[config.mk]
export PLATFORM = sky130hd
export DESIGN_NAME = alu_src_ctrl
export DESIGN_NICKNAME = d
export VERILOG_FILES = /design/src/rtl/alu_src_ctrl.sv
export SDC_FILE = /design/constraint.sdc
export NUM_CORES = 1
export LEC_CHECK = 0
export ABC_AREA = 1
export CORE_UTILIZATION = 40
export CTS_CLUSTER_SIZE = 24
export DETAILED_ROUTE_END_ITERATION = 16
export GPL_TIMING_DRIVEN = 0
export HOLD_SLACK_MARGIN = 0.02
export PLACE_DENSITY_LB_ADDON = 0.1
export SLEW_MARGIN = 20
export SYNTH_ARGS = -nofsm -noshare
export SYNTH_HDL_FRONTEND = slang
export SYNTH_SLANG_ARGS = --single-unit
[constraint.sdc]
create_clock -name clk -period 2.05 [get_ports clk]
set_clock_uncertainty 0.1 [all_clocks]
set_input_delay 0.615 -clock clk [delete_from_list [all_inputs] [get_ports clk]]
set_output_delay 0.615 -clock clk [all_outputs]
set_load 0.02 [all_outputs]
[src/rtl/alu_src_ctrl.sv]
// Operand-source controller: accepts a 9-bit instruction, drives the ALU source
// mux for an EXEC and a WB cycle, counts completed instructions, and halts on mode 11.
module alu_src_ctrl (
  input  logic       clk,
  input  logic       reset,
  input  logic [8:0] instr,
  input  logic       instr_valid,
  output logic       instr_ready,
  output logic [1:0] alu_src,
  output logic [3:0] to_ext,
  output logic [3:0] to_inc,
  output logic [2:0] alu_op,
  output logic       reg_we,
  output logic       halted,
  output logic [7:0] instr_count
);

  typedef enum logic [1:0] {
    IDLE   = 2'd0,
    EXEC   = 2'd1,
    WB     = 2'd2,
    HALTED = 2'd3
  } state_e;

  localparam logic [1:0] MODE_IMM  = 2'b00;
  localparam logic [1:0] MODE_INC  = 2'b01;
  localparam logic [1:0] MODE_REG  = 2'b10;
  localparam logic [1:0] MODE_HALT = 2'b11;
  localparam logic [1:0] SRC_NONE  = 2'b11;

  state_e     state_q, state_d;
  logic [8:0] instr_q, instr_d;
  logic [7:0] instr_count_q, instr_count_d;
  logic       accept;

  assign accept = instr_valid && (state_q == IDLE);

  // NOTE: every always_comb output gets a default first so no path infers a latch.
  always_comb begin
    state_d       = state_q;
    instr_d       = instr_q;
    instr_count_d = instr_count_q;
    case (state_q)
      IDLE: begin
        if (accept) begin
          instr_d = instr;
          state_d = (instr[8:7] == MODE_HALT) ? HALTED : EXEC;
        end
      end
      EXEC:    state_d = WB;
      WB: begin
        instr_count_d = instr_count_q + 8'd1;
        state_d       = IDLE;
      end
      HALTED:  state_d = HALTED;
      default: state_d = IDLE;
    endcase
  end

  // NOTE: sequential state uses non-blocking assignments so all flops update together.
  always_ff @(posedge clk) begin
    if (reset) begin
      state_q       <= IDLE;
      instr_q       <= '0;
      instr_count_q <= '0;
    end else begin
      state_q       <= state_d;
      instr_q       <= instr_d;
      instr_count_q <= instr_count_d;
    end
  end

  // Outputs decode only from registered state and the latched instruction.
  always_comb begin
    alu_src = SRC_NONE;
    to_ext  = '0;
    to_inc  = '0;
    alu_op  = '0;
    if (state_q == EXEC || state_q == WB) begin
      alu_op = instr_q[6:4];
      case (instr_q[8:7])
        MODE_IMM: begin
          alu_src = MODE_IMM;
          to_ext  = instr_q[3:0];
        end
        MODE_INC: begin
          alu_src = MODE_INC;
          to_inc  = instr_q[3:0];
        end
        MODE_REG: alu_src = MODE_REG;
        default:  alu_src = SRC_NONE;
      endcase
    end
  end

  assign instr_ready = (state_q == IDLE);
  assign reg_we      = (state_q == WB);
  assign halted      = (state_q == HALTED);
  assign instr_count = instr_count_q;

endmodule

* Word-level counts from Yosys, hierarchy flattened
Index checks and enable logic that the tools add are counted.
Word-level totals: register bits 19, bits of input ports 12, output and inout port bits 24, logic and storage cells 26
Cells by class: $add $sub $neg 1, equality and inequality tests 7, mux-type cells 10, reductions and logical operators 5
Operators with widths (number):
- $mux 4 | 4
- $add 8x1->8 const B | 1
- $eq 2x2->1 const B | 4
- $pmux 2 s4 | 1
- $mux 2 | 3
- $pmux 2 s3 | 1
- $eq 2x1->1 const B | 2
- $logic_not 2->1 | 2
- $mux 3 | 1
- $ne 2x1->1 const B | 1
- $reduce_and 2->1 | 1
- $logic_and 1x1->1 | 1
- $logic_or 1x1->1 | 1

* Longest topological paths before layout
Gate-level depths: netlist of run 1.
depth after elaboration 4, depth in mapped cells 8, mapped depth without buffers 8

* Worst setup path before layout of run 1
No wires, ideal clock.
path type reg2out, from register state_q[1], to output to_ext[0], data arrival time 1.378 ns, data required time 1.335 ns, slack -0.043 ns, cell stages (with the launch flop) 5, buffers on the path 0, path through dfxtp_1 inv_1 ha_1 inv_2 nor3_1
On the way: longest elaborated chain between the ends 3, elaborated cells on any way between the ends 4, classes of those cells eq/ne (2); mux (1); reduce/logical (1)
RTL lines:
- start: declaration | line 31 | state_e state_q, state_d;
- start signal: assignment | line 67 | state_q <= state_d;
- $eq 2x1->1 / $eq 2x2->1 (equally long branches) | line 79 | if (state_q == EXEC || state_q == WB) begin
- $logic_or 1x1->1 * | line 79
- $mux 4 * | line 79
- end: declaration | line 10 | output logic [3:0] to_ext,
Mark *: on every way between the ends. The rest lies on a longest branch, timed or not.

* Final worst setup path of run 1
from register state_q[0], to output to_inc[1]
On the way: longest elaborated chain between the ends 3, elaborated cells on any way between the ends 4, classes of those cells eq/ne (2); mux (1); reduce/logical (1)
RTL lines:
- $eq 2x1->1 / $eq 2x2->1 (equally long branches) | line 79
- $logic_or 1x1->1 * | line 79
- $mux 4 * | line 79
- end: declaration | line 11 | output logic [3:0] to_inc,
Marked as above.

==> impl_metrics.ini, run 1 <==
[worst_setup_path]
reg2reg_slack_ns = 0.50
cp.arrival_ns = 1.40
end_kind = output pin
setup.worst_path.start_class = flop
worstPathCellList = inv_4, ha_4, inv_6, nor3_2, buf_4
crit_type = flop to output pin
crit_slowest_cell = dfxtp_2
critPathRequiredTime_ns = 1.33
cp_max_fo = 9
critical-path-max-stage-delay_ns = 0.38

[placed_design]
portBuffers = 35
post_dp_cell_area_um2 = 1310
place_ws_ns = -0.522
dp_hpwl_um = 1620
dp_cells = 194
gp_congestion = 0.728

[floorplan]
die_w_um = 50.0
core_um2 = 2190
die_area_um2 = 2500
die_y_um = 50.0
rows = 17
start_util = 0.421
io_pins = 36

[power_and_ir_drop]
peakVddDrop_v = 0.000491
sw_frac_of_total = 0.382
leakage_nw = 0.767
comb_power_share = 0.465
power_mw = 1.17
intPower_mw = 0.725
clock_power_share = 0.159
p_seq_frac = 0.376
power_switching_mw = 0.449
powerDensity_nw_per_um2 = 795

[timing]
rsz0062_at_grt = yes
slew_viol_final = 0
finalSetupViolations = 11
post-route-period-util = 1.03
slew_headroom = 0.808
worstMarginPinSlew_ns = 0.288
worst_hold_slack_ns = 0.389
post-route-min-period_ns = 2.12
finalHoldViolations = 0
tns_ns = -0.365
fmax_ghz = 0.473
setup_ws_ns = -0.0658

[routing]
routed_wl_um = 2360
drt_iter0_drc = 5
dr.pass1.iters = 4
viasPerCell = 4.84
ant_nets = 0
wl_per_cell_um = 11.4
vias = 1007
drc = 0

[global_routing]
grt_pass1_vias = 888
grt_overflow = 0
grt_use_total = 0.199
antenna_found_initial = 0
grt_max_degree = 11
grt_pass1_wl_um = 3800

[yosys]
synth_top_area_frac = 0.412
netlist_area_um2 = 922
ys_warn_count = 0
synth_cell_types = 13
yosys.area.top_type = dfxtp_1
synth_area_leaders = dfxtp_1, nand2_1, ha_1, nor2_1, inv_1
ys_ff_latch = 19
avgSynthCellArea_um2 = 7.04
syn_inst = 131
synth_nets = 149
yosysSeqAreaShare = 0.412

[clocking]
clkTransAtPathRegs_ns = 0.10
cts_root_buf = clkbuf_4
clock_latency_ns = 0.29
tritoncts = done
hold_buffers = 0
clk_path_buf_depth = 2
clock_sinks = 19
h-tree-depth = 1
cts_inserted_buffers = 3

[finish]
final_cell_count_no_fill = 208
nets = 199
drive_gt1_frac = 0.283
area_growth_pct = 60.1
stdcell_area_um2 = 1480
final_util = 0.674
diodes = 0

[run_status]
outcome = finished, violations left
violations = negative setup slack

[flow_run]
drv_cap = 0

[worst_hold_path]
hp-class = flop to flop
[path summary, 6_finish.rpt]
kind / from / endpoint / cells after the start
worst max-delay path: state_q[0]$_SDFFE_PP0P_ / to_inc[1] / 5
worst min-delay path: instr_q[8]$_SDFFE_PP0P_ / instr_q[8]$_SDFFE_PP0P_ / 2
worst max register to register: state_q[0]$_SDFFE_PP0P_ / instr_count[5]$_SDFFE_PP0N_ / 9
worst min register to register: instr_q[8]$_SDFFE_PP0P_ / instr_q[8]$_SDFFE_PP0P_ / 2
[synthesized netlist by cell type]
| cell | instances |
|---|---|
| nand2_1 | 26 |
| nor2_1 | 20 |
| dfxtp_1 | 19 |
| inv_1 | 19 |
| a21oi_1 | 12 |
| o21ai_0 | 12 |
| nor3_1 | 8 |
| ha_1 | 6 |
| nand3_1 | 3 |
| buf_4 | 2 |
| nor2_4 | 2 |
| inv_2 | 1 |
| nand2_2 | 1 |
[cells by family after synthesis]
logic type	after synthesis	synth area share
AND/OR/NAND/NOR	60	0.278
AO/OA/AOI/OAI	24	0.130
adder cells (fa/ha/maj)	6	0.0814
buffers and inverters	22	0.0977
flip-flops	19	0.412
[sequential cells by signal, indices dropped and copies added, names as in the netlist]
signal,count
state_q,2
instr_q,9
instr_count,8
[cells in the final DEF (no fill, tap or decap)]
cell	synthesis	routed
clkbuf_1	0	1
inv_6	0	1
inv_2	1	3
dfxtp_2	0	1
nor3_4	0	1
clkbuf_2	0	1
dfxtp_1	19	17
clkbuf_4	0	3
clkdlybuf4s50_1	0	13
buf_4	2	18
dfxtp_4	0	1
nand2_2	1	3
inv_1	19	14
inv_4	0	2
nand2_1	26	24
nor2_1	20	20
ha_1	6	5
dlygate4sd2_1	0	2
nor3_2	0	7
nand3_1	3	3
o21ai_0	12	12
ha_4	0	1
nor2_4	2	2
buf_6	0	5
buf_2	0	2
dlymetal6s2s_1	0	6
a21oi_1	12	12
[routing by layer]
layer  vias to the layer above  GRT usage  wire, um
met1                       468      0.232      1030
met5                         -          0         0
met3                         6     0.0278        75
met2                        24      0.353      1210
li1                        509          -         -
met4                         0     0.0905        48
[power by group through the flow]
| stage | Clock (mW) | Sequential (mW) | Combinational (mW) |
|---|---|---|---|
| 2_1_floorplan | 0 | 0.445 | 0.240 |
| 3_3_place_gp | 0 | 0.441 | 0.402 |
| 3_5_place_dp | 0 | 0.444 | 0.406 |
| 4_1_cts | 0.191 | 0.437 | 0.489 |
| 5_1_grt | 0.203 | 0.445 | 0.595 |
| 6_report | 0.187 | 0.441 | 0.545 |
[timing repair]
action / CTS / global route
gates cloned: 0 / 0
buffers inserted: 7 / 3
pin swaps: 6 / 4
resized for setup: 93 / 19
endpoints found under the setup margin: 16 / 19
[cell type report]
class / count / area (um^2)
clock buffer: 4 / 26.3
multi-input combinational: 90 / 515
timing repair buffer: 45 / 414
buffer: 2 / 15.0
fill: 181 / 714
tap: 28 / 35.0
inverter: 20 / 85.1
sequential: 19 / 385
[critical path: cells and delay by family, from the launching register on]
family        cells  cell delay [ns]
buf+inv           3             0.28
simple gates      1             0.15
fa+ha+maj         1             0.30
flops             1             0.38
(Power assumes the default switching activity.)
==> run 2, diff against run 1 <==
--- a/config.mk
+++ b/config.mk
@@ -11,7 +11,7 @@
 export DETAILED_ROUTE_END_ITERATION = 16
 export GPL_TIMING_DRIVEN = 0
 export HOLD_SLACK_MARGIN = 0.02
-export PLACE_DENSITY_LB_ADDON = 0.1
+export PLACE_DENSITY = 0.7
 export SLEW_MARGIN = 20
 export SYNTH_ARGS = -nofsm -noshare
 export SYNTH_HDL_FRONTEND = slang
==> run 2 against run 1 <==
Compared with the run above:
- sequential share of layout area shrank 0.13 points
- global-route usage fell by 0.18 points
- the run still ends with negative setup slack left
- via count fell by 1.6%
- critical path depth stayed put
- setup slack lost 0.086 ns
- design area is 0.51% higher
- largest cell class unchanged
- largest power group unchanged
==> impl_metrics.ini, run 2 (same netlist as run 1, synthesis figures left out) <==
[worst_setup_path]
r2r_end = instr_count[2]$_SDFFE_PP0N_
reg2reg_slack_ns = 0.61
setup.worst_path.start_class = flop
crit_type = flop to output pin
critPathRequiredTime_ns = 1.33
cp_max_fo = 9
end_kind = output pin
rr_worst_depth = 6
cp.arrival_ns = 1.49
worstReg2RegStart = state_q[1]$_SDFFE_PP0P_

[timing]
slew_viol_final = 0
tns_ns = -0.806
worstMarginPinSlew_ns = 0.379
fmax_ghz = 0.454
post-route-period-util = 1.07
setup_ws_ns = -0.152
rsz0062_at_grt = yes
post-route-min-period_ns = 2.20
finalHoldViolations = 0
slew_headroom = 0.747
finalSetupViolations = 13

[floorplan]
rows = 17
core_um2 = 2190
die_area_um2 = 2500
die_w_um = 50.0
die_y_um = 50.0
start_util = 0.421
io_pins = 36

[global_routing]
grt_pass1_vias = 870
grt_max_degree = 11
antenna_found_initial = 0
grt_use_total = 0.198
grt_overflow = 0
grt_pass1_wl_um = 3720

[worst_hold_path]
holdPathStages = 2
hold_path.startpoint = instr_q[8]$_SDFFE_PP0P_
whs_endpoint = instr_q[8]$_SDFFE_PP0P_
hp-class = flop to flop

[finish]
diodes = 0
nets = 195
layout_common_cells = nand2_1, nor2_1, dfxtp_1
largest_reg_flops = 9
final_cell_count_no_fill = 204
top_register = instr_q
final_common_cell = nand2_1
area_growth_pct = 60.9
fillers = 178
drive_gt1_frac = 0.244

[power_and_ir_drop]
powerDensity_nw_per_um2 = 798
peakVddDrop_v = 0.000479
leakage_nw = 0.785

[placed_design]
portBuffers = 35
gp_congestion = 0.748
dp_hpwl_um = 1600
dp_cells = 194

[routing]
ant_nets = 0
drc = 0
wl_per_cell_um = 11.7
viasPerCell = 4.86
routed_wl_um = 2390
vias = 991
dr.pass1.iters = 6
drt_iter0_drc = 25

[clocking]
tritoncts = done
h-tree-depth = 1
clock_sinks = 19
cts_root_buf = clkbuf_4
hold_buffers = 0
cts_inserted_buffers = 3
clkTransAtPathRegs_ns = 0.11
clk_path_buf_depth = 2
clock_latency_ns = 0.31

[run_status]
violations = negative setup slack
outcome = finished, violations left

[flow_run]
drv_cap = 0
run 2: changes by cell type in the layout (fill, tap and decap cells not counted), sizes merged:
| cell | delta |
|---|---|
| buf | -4 |
| clkdlybuf4s50 | -1 |
| dlygate4sd2 | +1 |
run 2: how the worst max path moves through the flow:
stage | start | endpoint | slack (ns) | cells past startpoint
6_report | state_q[1]$_SDFFE_PP0P_ | to_ext[2] | -0.15 | 5
5_1_grt | state_q[0]$_SDFFE_PP0P_ | to_ext[2] | -0.19 | 5
4_1_cts | state_q[0]$_SDFFE_PP0P_ | to_ext[3] | -0.13 | 5
3_5_place_dp | state_q[1]$_SDFFE_PP0P_ | to_ext[3] | -0.57 | 5
3_3_place_gp | state_q[1]$_SDFFE_PP0P_ | to_ext[0] | -0.50 | 5
2_1_floorplan | state_q[1]$_SDFFE_PP0P_ | to_ext[0] | -0.04 | 4
run 2: worst max-delay path, stage by stage, from the launching register on:
cell and delay [ns]:
dfxtp_4 0.37, inv_2 0.05, ha_4 0.31, inv_8 0.07
nor3_2 0.20, buf_4 0.18
run 2: final cells by class:
class / instances / area [um^2] / share of cell area
Multi-Input combinational cell: 90 / 542 / 0.365
Sequential cell: 19 / 385 / 0.260
Tap cell: 28 / 35.0 / 0.0236
Timing Repair Buffer: 41 / 398 / 0.268
Inverter: 20 / 82.6 / 0.0556
Buffer: 2 / 15.0 / 0.0101
Clock buffer: 4 / 26.3 / 0.0177
run 2: metrics by stage:
stage	total power, mW	instance area, um^2	util	setup slack [ns]	hold slack [ns]
after global placement	0.842	1310	0.597	-0.504	0.357
after detailed placement	0.850	1310	0.597	-0.567	0.363
after global routing	1.25	1480	0.677	-0.185	0.411
after CTS	1.08	1370	0.624	-0.128	0.379
after floorplan	0.685	922	-	-0.0429	0.338
final	1.18	1480	0.677	-0.152	0.397
run 2: where the power goes:
group          switching (mW)  internal (mW)
logic                   0.332          0.222
clock network           0.121         0.0761
registers              0.0213          0.413
run 2: per-layer routing:
metal  up-vias  global-route usage  wire length, um
li1        502                   -                -
met1       453               0.236             1030
met2        30               0.342             1190
met3         6              0.0309              110
met4         0              0.0857               52
met5         -                   0                0
run 2: timing repair:
action,CTS,global route
buffers inserted,2,4
cloned,0,0
endpoints found under the setup margin,17,19
resized for setup,91,26
pin swaps,1,3
==> run 3, diff against run 2 <==
--- a/config.mk
+++ b/config.mk
@@ -6,7 +6,9 @@
 export NUM_CORES = 1
 export LEC_CHECK = 0
 export ABC_AREA = 1
+export CAP_MARGIN = 40
 export CORE_UTILIZATION = 40
+export CTS_CLUSTER_DIAMETER = 30
 export CTS_CLUSTER_SIZE = 24
 export DETAILED_ROUTE_END_ITERATION = 16
 export GPL_TIMING_DRIVEN = 0
==> results of run 3 <==
Same layout as run 2: the final DEF is identical, and so are final timing and power.
